File: src/rtl/sub_pkg.sv
// rtl/sub_pkg.sv - shared types and constants for the bit-serial subtractor
package sub_pkg;

    // Default operand/result width; legal widths are 2..32.
    localparam int SUB_WIDTH_DEFAULT = 8;

    // Sequencer states.
    typedef enum logic [1:0] {
        IDLE  = 2'd0,
        SHIFT = 2'd1,
        DONE  = 2'd2
    } sub_state_t;

    // Bit counter width: enough to hold WIDTH-1, never narrower than one bit.
    function automatic int cnt_width(input int w);
        return (w <= 2) ? 1 : $clog2(w);
    endfunction

endpackage

File: src/rtl/full_subtractor.sv
// rtl/full_subtractor.sv - one-bit full subtractor built from two half subtractors
module half_subtractor (
    input  logic a,
    input  logic b,
    output logic d,
    output logic bout
);

    // Difference is the XOR; a borrow is needed only for 0 - 1.
    assign d    = a ^ b;
    assign bout = ~a & b;

endmodule

module full_subtractor (
    input  logic x,
    input  logic y,
    input  logic bin,
    output logic d,
    output logic bout
);

    logic d1;
    logic b1;
    logic b2;

    // First stage subtracts the operand bits.
    half_subtractor u_hs_xy (
        .a    (x),
        .b    (y),
        .d    (d1),
        .bout (b1)
    );

    // Second stage subtracts the incoming borrow from the partial difference.
    half_subtractor u_hs_bin (
        .a    (d1),
        .b    (bin),
        .d    (d),
        .bout (b2)
    );

    // The two stages can never both borrow, so OR merges them.
    assign bout = b1 | b2;

endmodule

File: src/rtl/serial_subtractor.sv
// rtl/serial_subtractor.sv - LSB-first bit-serial subtractor, one bit per clock
module serial_subtractor
    import sub_pkg::*;
#(
    parameter int WIDTH = SUB_WIDTH_DEFAULT
) (
    input  logic             clk,
    input  logic             rst_n,
    input  logic             start,
    input  logic [WIDTH-1:0] x,
    input  logic [WIDTH-1:0] y,
    output logic             busy,
    output logic             done,
    output logic [WIDTH-1:0] diff,
    output logic             borrow
);

    localparam int             CW       = cnt_width(WIDTH);
    localparam logic [CW-1:0]  CNT_LAST = CW'(WIDTH - 1);

    sub_state_t        state;
    logic [WIDTH-1:0]  x_sr;
    logic [WIDTH-1:0]  y_sr;
    logic [WIDTH-1:0]  diff_r;
    logic              borrow_r;
    logic              bin_r;
    logic [CW-1:0]     cnt;
    logic              busy_r;
    logic              done_r;

    logic              fs_d;
    logic              fs_bout;

    // The single bit-slice; it always works on the current LSBs of the operands.
    full_subtractor u_fs (
        .x    (x_sr[0]),
        .y    (y_sr[0]),
        .bin  (bin_r),
        .d    (fs_d),
        .bout (fs_bout)
    );

    // Sequencer, operand shifters and result register; all outputs are registered.
    // The running borrow (bin_r) is separate from the visible borrow output so the
    // last completed result stays readable while the next operation is shifting.
    always_ff @(posedge clk or negedge rst_n) begin
        if (!rst_n) begin
            state    <= IDLE;
            x_sr     <= '0;
            y_sr     <= '0;
            diff_r   <= '0;
            borrow_r <= 1'b0;
            bin_r    <= 1'b0;
            cnt      <= '0;
            busy_r   <= 1'b0;
            done_r   <= 1'b0;
        end else begin
            case (state)
                IDLE, DONE: begin
                    if (start) begin
                        x_sr   <= x;
                        y_sr   <= y;
                        bin_r  <= 1'b0;
                        cnt    <= '0;
                        state  <= SHIFT;
                        busy_r <= 1'b1;
                        done_r <= 1'b0;
                    end else begin
                        state  <= IDLE;
                        busy_r <= 1'b0;
                        done_r <= 1'b0;
                    end
                end

                SHIFT: begin
                    // start is deliberately ignored here.
                    x_sr   <= x_sr >> 1;
                    y_sr   <= y_sr >> 1;
                    diff_r <= {fs_d, diff_r[WIDTH-1:1]};
                    bin_r  <= fs_bout;
                    if (cnt == CNT_LAST) begin
                        borrow_r <= fs_bout;
                        state    <= DONE;
                        busy_r   <= 1'b0;
                        done_r   <= 1'b1;
                    end else begin
                        cnt <= cnt + 1'b1;
                    end
                end

                default: begin
                    state  <= IDLE;
                    busy_r <= 1'b0;
                    done_r <= 1'b0;
                end
            endcase
        end
    end

    assign busy   = busy_r;
    assign done   = done_r;
    assign diff   = diff_r;
    assign borrow = borrow_r;

endmodule

File: config.mk
export PLATFORM = sky130hd
export DESIGN_NAME = serial_subtractor
export DESIGN_NICKNAME = d
export VERILOG_FILES = /design/src/rtl/sub_pkg.sv /design/src/rtl/full_subtractor.sv /design/src/rtl/serial_subtractor.sv
export SDC_FILE = /design/constraint.sdc
export NUM_CORES = 1
export LEC_CHECK = 0
export CORE_ASPECT_RATIO = 1.2
export CORE_MARGIN = 2
export CORE_UTILIZATION = 51
export DETAILED_ROUTE_END_ITERATION = 10
export HOLD_SLACK_MARGIN = 0.06
export PLACE_DENSITY = 0.81
export SLEW_MARGIN = 40
export SYNTH_ARGS = -nofsm -noshare
export SYNTH_HDL_FRONTEND = slang
export SYNTH_SLANG_ARGS = --single-unit
File: constraint.sdc
create_clock -name clk -period 1.6 [get_ports clk]
set_input_delay 0.32 -clock clk [delete_from_list [all_inputs] [get_ports clk]]
set_output_delay 0.32 -clock clk [all_outputs]
set_load 0.02 [all_outputs]
After elaboration in Yosys (flattened, before gate mapping)

Cells that the tools add are included.

Flip-flop bits (word level): 33
Input port bits: 19
Logic and storage cells: 46

Add/subtract/negate cells: 1
Equal/unequal tests: 6
Mux-type cells: 17
Bitwise gates (word level): 7
Reductions and logical operators: 6

Operators by type and width:

| cell                                                             | count |
|---|---|
| 8-bit one-hot mux with 2 select lines                            | 2 |
| 8-bit 2-to-1 mux                                                 | 2 |
| 1-bit 2-to-1 mux                                                 | 6 |
| 3-bit 2-to-1 mux                                                 | 2 |
| 2-bit != test (second input constant)                            | 3 |
| 3-bit one-hot mux with 2 select lines                            | 1 |
| 1-bit one-hot mux with 2 select lines                            | 2 |
| 2-bit one-hot mux with 2 select lines                            | 1 |
| 2-bit AND reduction                                              | 2 |
| 3-bit by 1-bit adder with 3-bit output (second input constant)   | 1 |
| 3-bit == test (second input constant)                            | 1 |
| 3-bit AND reduction                                              | 1 |
| 1-bit bitwise AND                                                | 2 |
| 2-bit by 1-bit == test with 1-bit output (second input constant) | 1 |
| 2-bit == test (second input constant)                            | 1 |
| 2-bit logical NOT                                                | 1 |
| 2-bit 2-to-1 mux                                                 | 1 |
| 1-bit NOT                                                        | 2 |
| 2-bit nonzero test                                               | 1 |
| 2-bit OR reduction                                               | 1 |
| 1-bit bitwise XOR                                                | 2 |
| 1-bit OR                                                         | 1 |

Longest topological paths before layout

Gate-level depths: netlist (run 1).

Word-level depth: 5
Mapped depth: 5

Modules after synthesis

Synthesis (run 1) repeated with hierarchy kept, for this count alone.

Cells, all modules: 134
Area, all modules: 1517.7 um^2

By module, submodules not included:

| module            | times used | cells each | area each (um^2) | seq. area each (um^2) |
|---|---|---|---|---|
| serial_subtractor | 1          | 127        | 1471.4           | 800.8 |
| half_subtractor   | 2          | 3          | 20.0             | 0.0 |
| full_subtractor   | 1          | 1          | 6.3              | 0.0 |

Least setup slack after synthesis (run 1)

No wires, ideal clock.

Path type: register to register
Start: register cnt[0]
End: register cnt[0]
Data arrival time: 1.180 ns
Data required time: 1.479 ns
Setup slack: 0.299 ns
Cell stages (with the launch flop): 6
Path buffers: 0
Path through: dfrtp_1 ha_1 ha_1 nor2_4 xor2_1 a22o_1

Word-level cells in the longest chain between the ends: 3
Elaborated cells between the ends (all ways): 6

RTL lines:

| element                                                                      | RTL line                                         | RTL |
|---|---|---|
| start, declared                                                              | serial_subtractor.sv:27                          | `logic [CW-1:0] cnt;` |
| start signal, assigned                                                       | serial_subtractor.sv:87                          | `cnt <= cnt + 1'b1;` |
| 3-bit by 1-bit adder with 3-bit output or 3-bit == test (tied branches)      | serial_subtractor.sv:87, serial_subtractor.sv:81 |  |
| 3-bit 2-to-1 mux or 2-bit != test (tied branches)                            | --                                               |  |
| 3-bit one-hot mux with 2 select lines or 3-bit AND reduction (tied branches) | --                                               |  |

Several ways; a longest one is shown, not always the timed one. The select of a mux whose other input is x is not followed.
A chain may end at the register's enable or synchronous reset.

Worst setup path in the final report (run 1)

Same ends and word-level chain as after synthesis.

==> results of run 1 <==
## kinds of logic (layout without fill, tap and decap cells)
kind of cell / count (synthesis) / after routing / share of synthesized area [%]
multiplexers: 20 / 20 / 14.60
buffers and inverters: 16 / 50 / 5.826
AND/OR/NAND/NOR: 29 / 29 / 10.38
AO/OA/AOI/OAI: 37 / 37 / 14.68
flip-flops: 32 / 32 / 51.08
adder cells (fa/ha/maj): 3 / 3 / 2.873
XOR/XNOR: 1 / 1 / 0.5588
## per-stage QoR
step           area [um^2]  util [%]  total power [mW]  instances  hold slack [ps]
2_1_floorplan         1568         -             2.654        138            24.41
3_3_place_gp          1906     63.51             3.129        203            476.7
3_5_place_dp          1906     63.51             3.226        203            473.7
4_1_cts               1929     64.30             3.520        208            378.6
5_1_grt               1929     64.30             3.777        208            410.4
6_report              1929     64.30             3.471        208            379.6
## registers in the layout (all words and copies together), names as in the netlist
name / cells
bin_r: 1
borrow: 1
cnt: 3
diff: 8
done: 1
state: 2
x_sr: 8
y_sr: 8
## power groups by stage
stage / combinational [mW] / sequential, mW / clock [mW]
floorplan: 1.07 / 1.59 / 0
global placement: 1.67 / 1.46 / 0
detailed placement: 1.75 / 1.48 / 0
CTS: 1.65 / 1.46 / 0.408
global route: 1.82 / 1.51 / 0.439
finish: 1.63 / 1.45 / 0.390
## routing by layer
metal | vias to the layer above | global-route usage, % | wire (um)
met1 | 548 | 21.44 | 1168
met2 | 27 | 31.99 | 1459
li1 | 555 | - | -
met3 | 6 | 6.912 | 149
met4 | 0 | 8.438 | 53
met5 | - | 0 | 0
## placed cells by master (no fill, tap or decap)
master	count
nand2_1	8
a21o_1	1
dfrtp_1	32
nor2b_1	10
nand2b_1	1
nor2_1	3
xor2_1	1
a21oi_1	14
o211ai_1	2
o21ai_0	4
clkbuf_4	5
mux2_2	3
inv_1	7
nand3_1	4
clkdlybuf4s50_1	18
a211oi_1	10
dlygate4sd2_1	11
nand3b_1	1
a22o_1	2
buf_4	9
nand2b_4	1
o22ai_1	4
ha_1	2
mux2i_1	12
fa_1	1
mux2_4	5
nor2_4	1
## critical path, delay by kind of cell, from the launching register on
kind | cells | cell delay [ps]
AOI/OAI and AO/OA | 1 | 170
xor gates and xnor gates | 1 | 90
adders and majority gates | 2 | 440
DFF | 1 | 410
and+or+nand+nor | 1 | 170
## worst max path at each step
stage / endpoint / slack (ps)
after floorplan: cnt[0]$_DFFE_PN0P_ / 300
after global placement: y_sr[1]$_DFFE_PN0P_ / 70
after detailed placement: x_sr[3]$_DFFE_PN0P_ / -3
after CTS: diff[4] / 200
after global routing: cnt[0]$_DFFE_PN0P_ / 120
final: cnt[0]$_DFFE_PN0P_ / 210
## final cells by class
class | count | area share, %
Inverter | 7 | 1.362
Clock buffer | 5 | 1.946
Tap cell | 36 | 2.335
Multi-Input combinational cell | 90 | 35.02
Timing Repair Buffer | 38 | 17.83
Sequential cell | 32 | 41.50
==> flow_metrics.env, run 1 <==
export IMPL_status="completed"
export IMPL_pre_cts_slack_ps=-3.230
export IMPL_critPathLaunch="cnt[0]$_DFFE_PN0P_"
export IMPL_vias=1136
export IMPL_die_area_mm2=0.003536
export IMPL_synth_main_ff_cell="dfrtp_1"
export IMPL_routedWlPerCell_um=13.60
export IMPL_switching_share_pct=37.71
export IMPL_rows=22
export IMPL_finalSetupTns_ps=0
export IMPL_p_leak_nw=0.8609
export IMPL_crit_path_end_kind="flop"
export IMPL_grt_pass1_vias=1108
export IMPL_setup_ws_ps=214.3
export IMPL_dr_first_iter_drc_count=28
export IMPL_yosys_warnings=0
export IMPL_nFillCells=255
export IMPL_power_frac_seq_pct=41.9
export IMPL_htreeDepth=2
export IMPL_post_cts_resize_count=11
export IMPL_syn_area_per_cell_um2=11.36
export IMPL_cts_buffers=5
export IMPL_routed_via_density=5.462
export IMPL_drive_gt1_share_pct=13.95
export IMPL_final_setup_skew_ps=4.039
export IMPL_clk_path_buf_depth=2
export IMPL_async_flop_share_pct=100.0
export IMPL_chipWidth_um=54.62
export IMPL_path_clk_slew_ps=90
export IMPL_nets=196
export IMPL_crit_fanout=6
export IMPL_grt_usage_pct=19.32
export IMPL_ys_top_cells_by_area="dfrtp_1 51%, mux2i_1 7.7%, a211oi_1 4.8%"
export IMPL_timing_rr_start="cnt[0]$_DFFE_PN0P_"
export IMPL_switchingPower_mw=1.309
export IMPL_comb_power_share_pct=46.8
export IMPL_regArea_um2=800.8
export IMPL_die_h_um=64.74
export IMPL_min_path_type="input port to async pin"
export IMPL_cts_tree="yes"
export IMPL_hold_violations=0
export IMPL_syn_num_nets=160
export IMPL_rrSetupSlack_ps=210
export IMPL_dpl_hpwl_mm=2.039
export IMPL_power_density_mw_per_mm2=1799
export IMPL_rsz0062_at_grt="false"
export IMPL_tightest_slew_ps=396.3
export IMPL_ant_nets=0
export IMPL_synth_top_area_cell="dfrtp_1"
export IMPL_routed_wl_mm=2.829
export IMPL_critPathRequiredTime_ps=1830
export IMPL_grt_pass1_wl_mm=4.788
export IMPL_ir_worst_vdd_v=0.0008841
export IMPL_port_buffers=29
export IMPL_netlist_area_mm2=0.001568
export IMPL_fmax_ghz=0.7217
export IMPL_finalMaxSlewViolations=0
export IMPL_synth_common_cells="32 x dfrtp_1, 14 x a21oi_1, 12 x mux2i_1, 10 x a211oi_1, 10 x nor2b_1"
export IMPL_gp_congestion=0.7743
export IMPL_cts_sinks=32
export IMPL_p_clk_share_pct=11.2
export IMPL_crit_path_top_delay_cell="dfrtp_1"
export IMPL_path_class="flop to flop"
export IMPL_yosysUniqueCellTypes=27
export IMPL_rr_worst_depth=5
export IMPL_synth_edf_count=0
export IMPL_worstSetupStartpointType="flop"
export IMPL_synth_top_area_share_pct=51.08
export IMPL_finalCritPeriodShare_pct=86.61
export IMPL_root_buffer="clkbuf_4"
export IMPL_yosysMostFrequentCell="dfrtp_1"
export IMPL_grt_max_degree=33
export IMPL_clk_latency_ps=330
export IMPL_worstPathArrival_ps=1610
export IMPL_slew_headroom_pct=73.58
export IMPL_drt_pass1_iter_count=4
export IMPL_cts_setup_buffers=0
export IMPL_ys_ff_latch=32
export IMPL_drc=0
export IMPL_drv_cap=0
export IMPL_critPathMaxStageDelay_ps=410
export IMPL_area_delta_synth_final_pct=23.06
export IMPL_multiInputGateArea_um2=675.6
export IMPL_crit_chain="ha_1, ha_1, nor2_4, xor2_1, a22o_1"
export IMPL_start_util_pct=52.25
export IMPL_yosysSeqAreaShare_pct=51.08
export IMPL_antenna_found_initial=0
export IMPL_r2r_end="cnt[0]$_DFFE_PN0P_"
export IMPL_period_needed_ps=1386
export IMPL_finalSetupViolCount=0
export IMPL_cp_common_cell="ha_1"
export IMPL_diodes=0
export IMPL_core_area_mm2=0.003000
export IMPL_ios=30
export IMPL_p_int_mw=2.162
export IMPL_cts_hold_buf=0
export IMPL_synth_cells=138
export IMPL_grt_overflow=0
Power figures use the tool's default switching activity.
==> inputs of run 2 (changes only) <==
Settings changed: SKIP_LAST_GASP from default to 1, SLEW_MARGIN 40 to 10.
==> results of run 2 <==
Same layout as run 1: the final DEF is identical, and so are final timing and power.
==> inputs of run 3 (changes only) <==
Settings changed: CTS_CLUSTER_DIAMETER from default to 100, PLACE_DENSITY 0.81 to 0.79.
==> run 3 against run 2 <==
Sequential power hardly changed. Sequential share of layout area shrank 0.13 points. Critical endpoint unchanged. Clock power increased by 23%.
==> flow_metrics.env, run 3 (same netlist as run 1, synthesis figures left out) <==
export IMPL_grt_max_degree=37
export IMPL_clk_path_buf_depth=2
export IMPL_drive_gt1_share_pct=13.29
export IMPL_min_path_type="input port to async pin"
export IMPL_dpl_hpwl_mm=2.011
export IMPL_diodes=0
export IMPL_drt_pass1_iter_count=4
export IMPL_path_clk_slew_ps=90
export IMPL_stdcell_area_mm2=0.001936
export IMPL_port_buffers=29
export IMPL_ir_worst_vdd_v=0.001135
export IMPL_die_h_um=64.74
export IMPL_nFillCells=256
export IMPL_placed_area_mm2=0.001891
export IMPL_die_area_mm2=0.003536
export IMPL_whs_ps=371.0
export IMPL_crit_path_top_delay_cell="dfrtp_1"
export IMPL_fmax_ghz=0.7152
export IMPL_grt_overflow=0
export IMPL_cts_tree="yes"
export IMPL_grt_pass1_vias=1178
export IMPL_drv_cap=0
export IMPL_finalCritPeriodShare_pct=87.39
export IMPL_grt_usage_pct=19.59
export IMPL_final_common_cell="dfrtp_1"
export IMPL_rows=22
export IMPL_path_class="flop to flop"
export IMPL_finalSetupTns_ps=0
export IMPL_p_leak_nw=0.8612
export IMPL_status="completed"
export IMPL_root_buffer="clkbuf_4"
export IMPL_final_setup_skew_ps=4.924
export IMPL_slew_headroom_pct=73.50
export IMPL_gp_congestion=0.7333
export IMPL_cts_setup_buffers=0
export IMPL_hold_violations=0
export IMPL_cts_sinks=32
export IMPL_rsz0062_at_grt="false"
export IMPL_nets=194
export IMPL_power_density_mw_per_mm2=1833
export IMPL_tightest_slew_ps=397.4
export IMPL_final_cell_mix="32 x dfrtp_1, 18 x clkdlybuf4s50_1, 14 x a21oi_1"
export IMPL_crit_path_end_kind="flop"
export IMPL_start_util_pct=52.25
export IMPL_routed_via_density=5.426
export IMPL_crit_chain="ha_1, ha_1, nor2_4, xor2_1, a22o_1"
export IMPL_core_area_mm2=0.003000
export IMPL_area_delta_synth_final_pct=23.46
export IMPL_grt_pass1_wl_mm=4.947
export IMPL_cts_buffers=5
export IMPL_critPathRequiredTime_ps=1830
export IMPL_antenna_found_initial=0
export IMPL_htreeDepth=2
export IMPL_clk_latency_ps=330
export IMPL_vias=1134
export IMPL_routed_wl_mm=2.837
export IMPL_ant_nets=0
export IMPL_finalSetupViolCount=0
export IMPL_worstSetupStartpointType="flop"
export IMPL_period_needed_ps=1398
export IMPL_crit_fanout=6
export IMPL_cp_common_cell="ha_1"
export IMPL_ios=30
export IMPL_rr_worst_depth=5
export IMPL_critPathMaxStageDelay_ps=420
export IMPL_chipWidth_um=54.62
export IMPL_dr_first_iter_drc_count=21
export IMPL_routedWlPerCell_um=13.57
export IMPL_drc=0
export IMPL_finalMaxSlewViolations=0
export IMPL_worstPathArrival_ps=1630
[run 3: cell types whose count changed in the layout (fill, tap and decap cells not counted), sizes merged]
cell    before  now
clkbuf       5    8
buf          9    7
[run 3: worst paths after layout]
path	startpoint	endpoint	slack, ps
worst max-delay path	cnt[0]$_DFFE_PN0P_	cnt[0]$_DFFE_PN0P_	200
worst min-delay path	rst_n	diff[5]$_DFFE_PN0N_	370
worst max register to register	cnt[0]$_DFFE_PN0P_	cnt[0]$_DFFE_PN0P_	200
worst min register to register	done$_DFFE_PN0P_	done$_DFFE_PN0P_	500
max in group asynchronous	rst_n	diff[3]$_DFFE_PN0N_	930
min in group clk	done$_DFFE_PN0P_	done$_DFFE_PN0P_	500
[run 3: metrics by stage]
stage	util [%]	worst slack, ps	total power [mW]	instances
2_1_floorplan	-	298.6	2.654	138
3_3_place_gp	63.01	109.3	3.101	201
3_5_place_dp	63.01	80.39	3.209	201
4_1_cts	64.51	186.0	3.592	209
5_1_grt	64.51	141.2	3.844	209
6_report	64.51	201.8	3.547	209
[run 3: cell type report]
cell class	count	area (um^2)	share of cell area (%)
sequential	32	800.8	41.37
clock buffer	8	58.81	3.038
timing repair buffer	36	329.1	17.00
multi-input combinational	90	675.6	34.91
tap	36	45.04	2.327
inverter	7	26.28	1.357
[run 3: power breakdown]
group	total (mW)	switching (mW)	internal (mW)	leakage [nW]
Clock	0.478	0.261	0.217	0.0326
Sequential	1.45	0.258	1.20	0.384
Combinational	1.62	0.807	0.809	0.445
[run 3: what timing repair did]
action,CTS,global route
hold buffers,0,0
resized for setup,11,0
setup endpoints to repair,11,0
[run 3: worst max-delay path: cells and delay by family (launching register included)]
| family | cells | cell delay, ps |
|---|---|---|
| simple gates | 1 | 160 |
| fa+ha+maj | 2 | 440 |
| xor+xnor | 1 | 90 |
| flops | 1 | 420 |
| compound gates | 1 | 180 |
[run 3: per-layer routing]
metal	up-vias	routed length, um	global-route usage [%]	part of all wire (%)
met3	8	126	4.147	4.4
met5	-	0	0	0
met4	0	70	9.375	2.5
li1	554	-	-	-
met1	540	1145	21.56	40
met2	32	1495	34.08	53
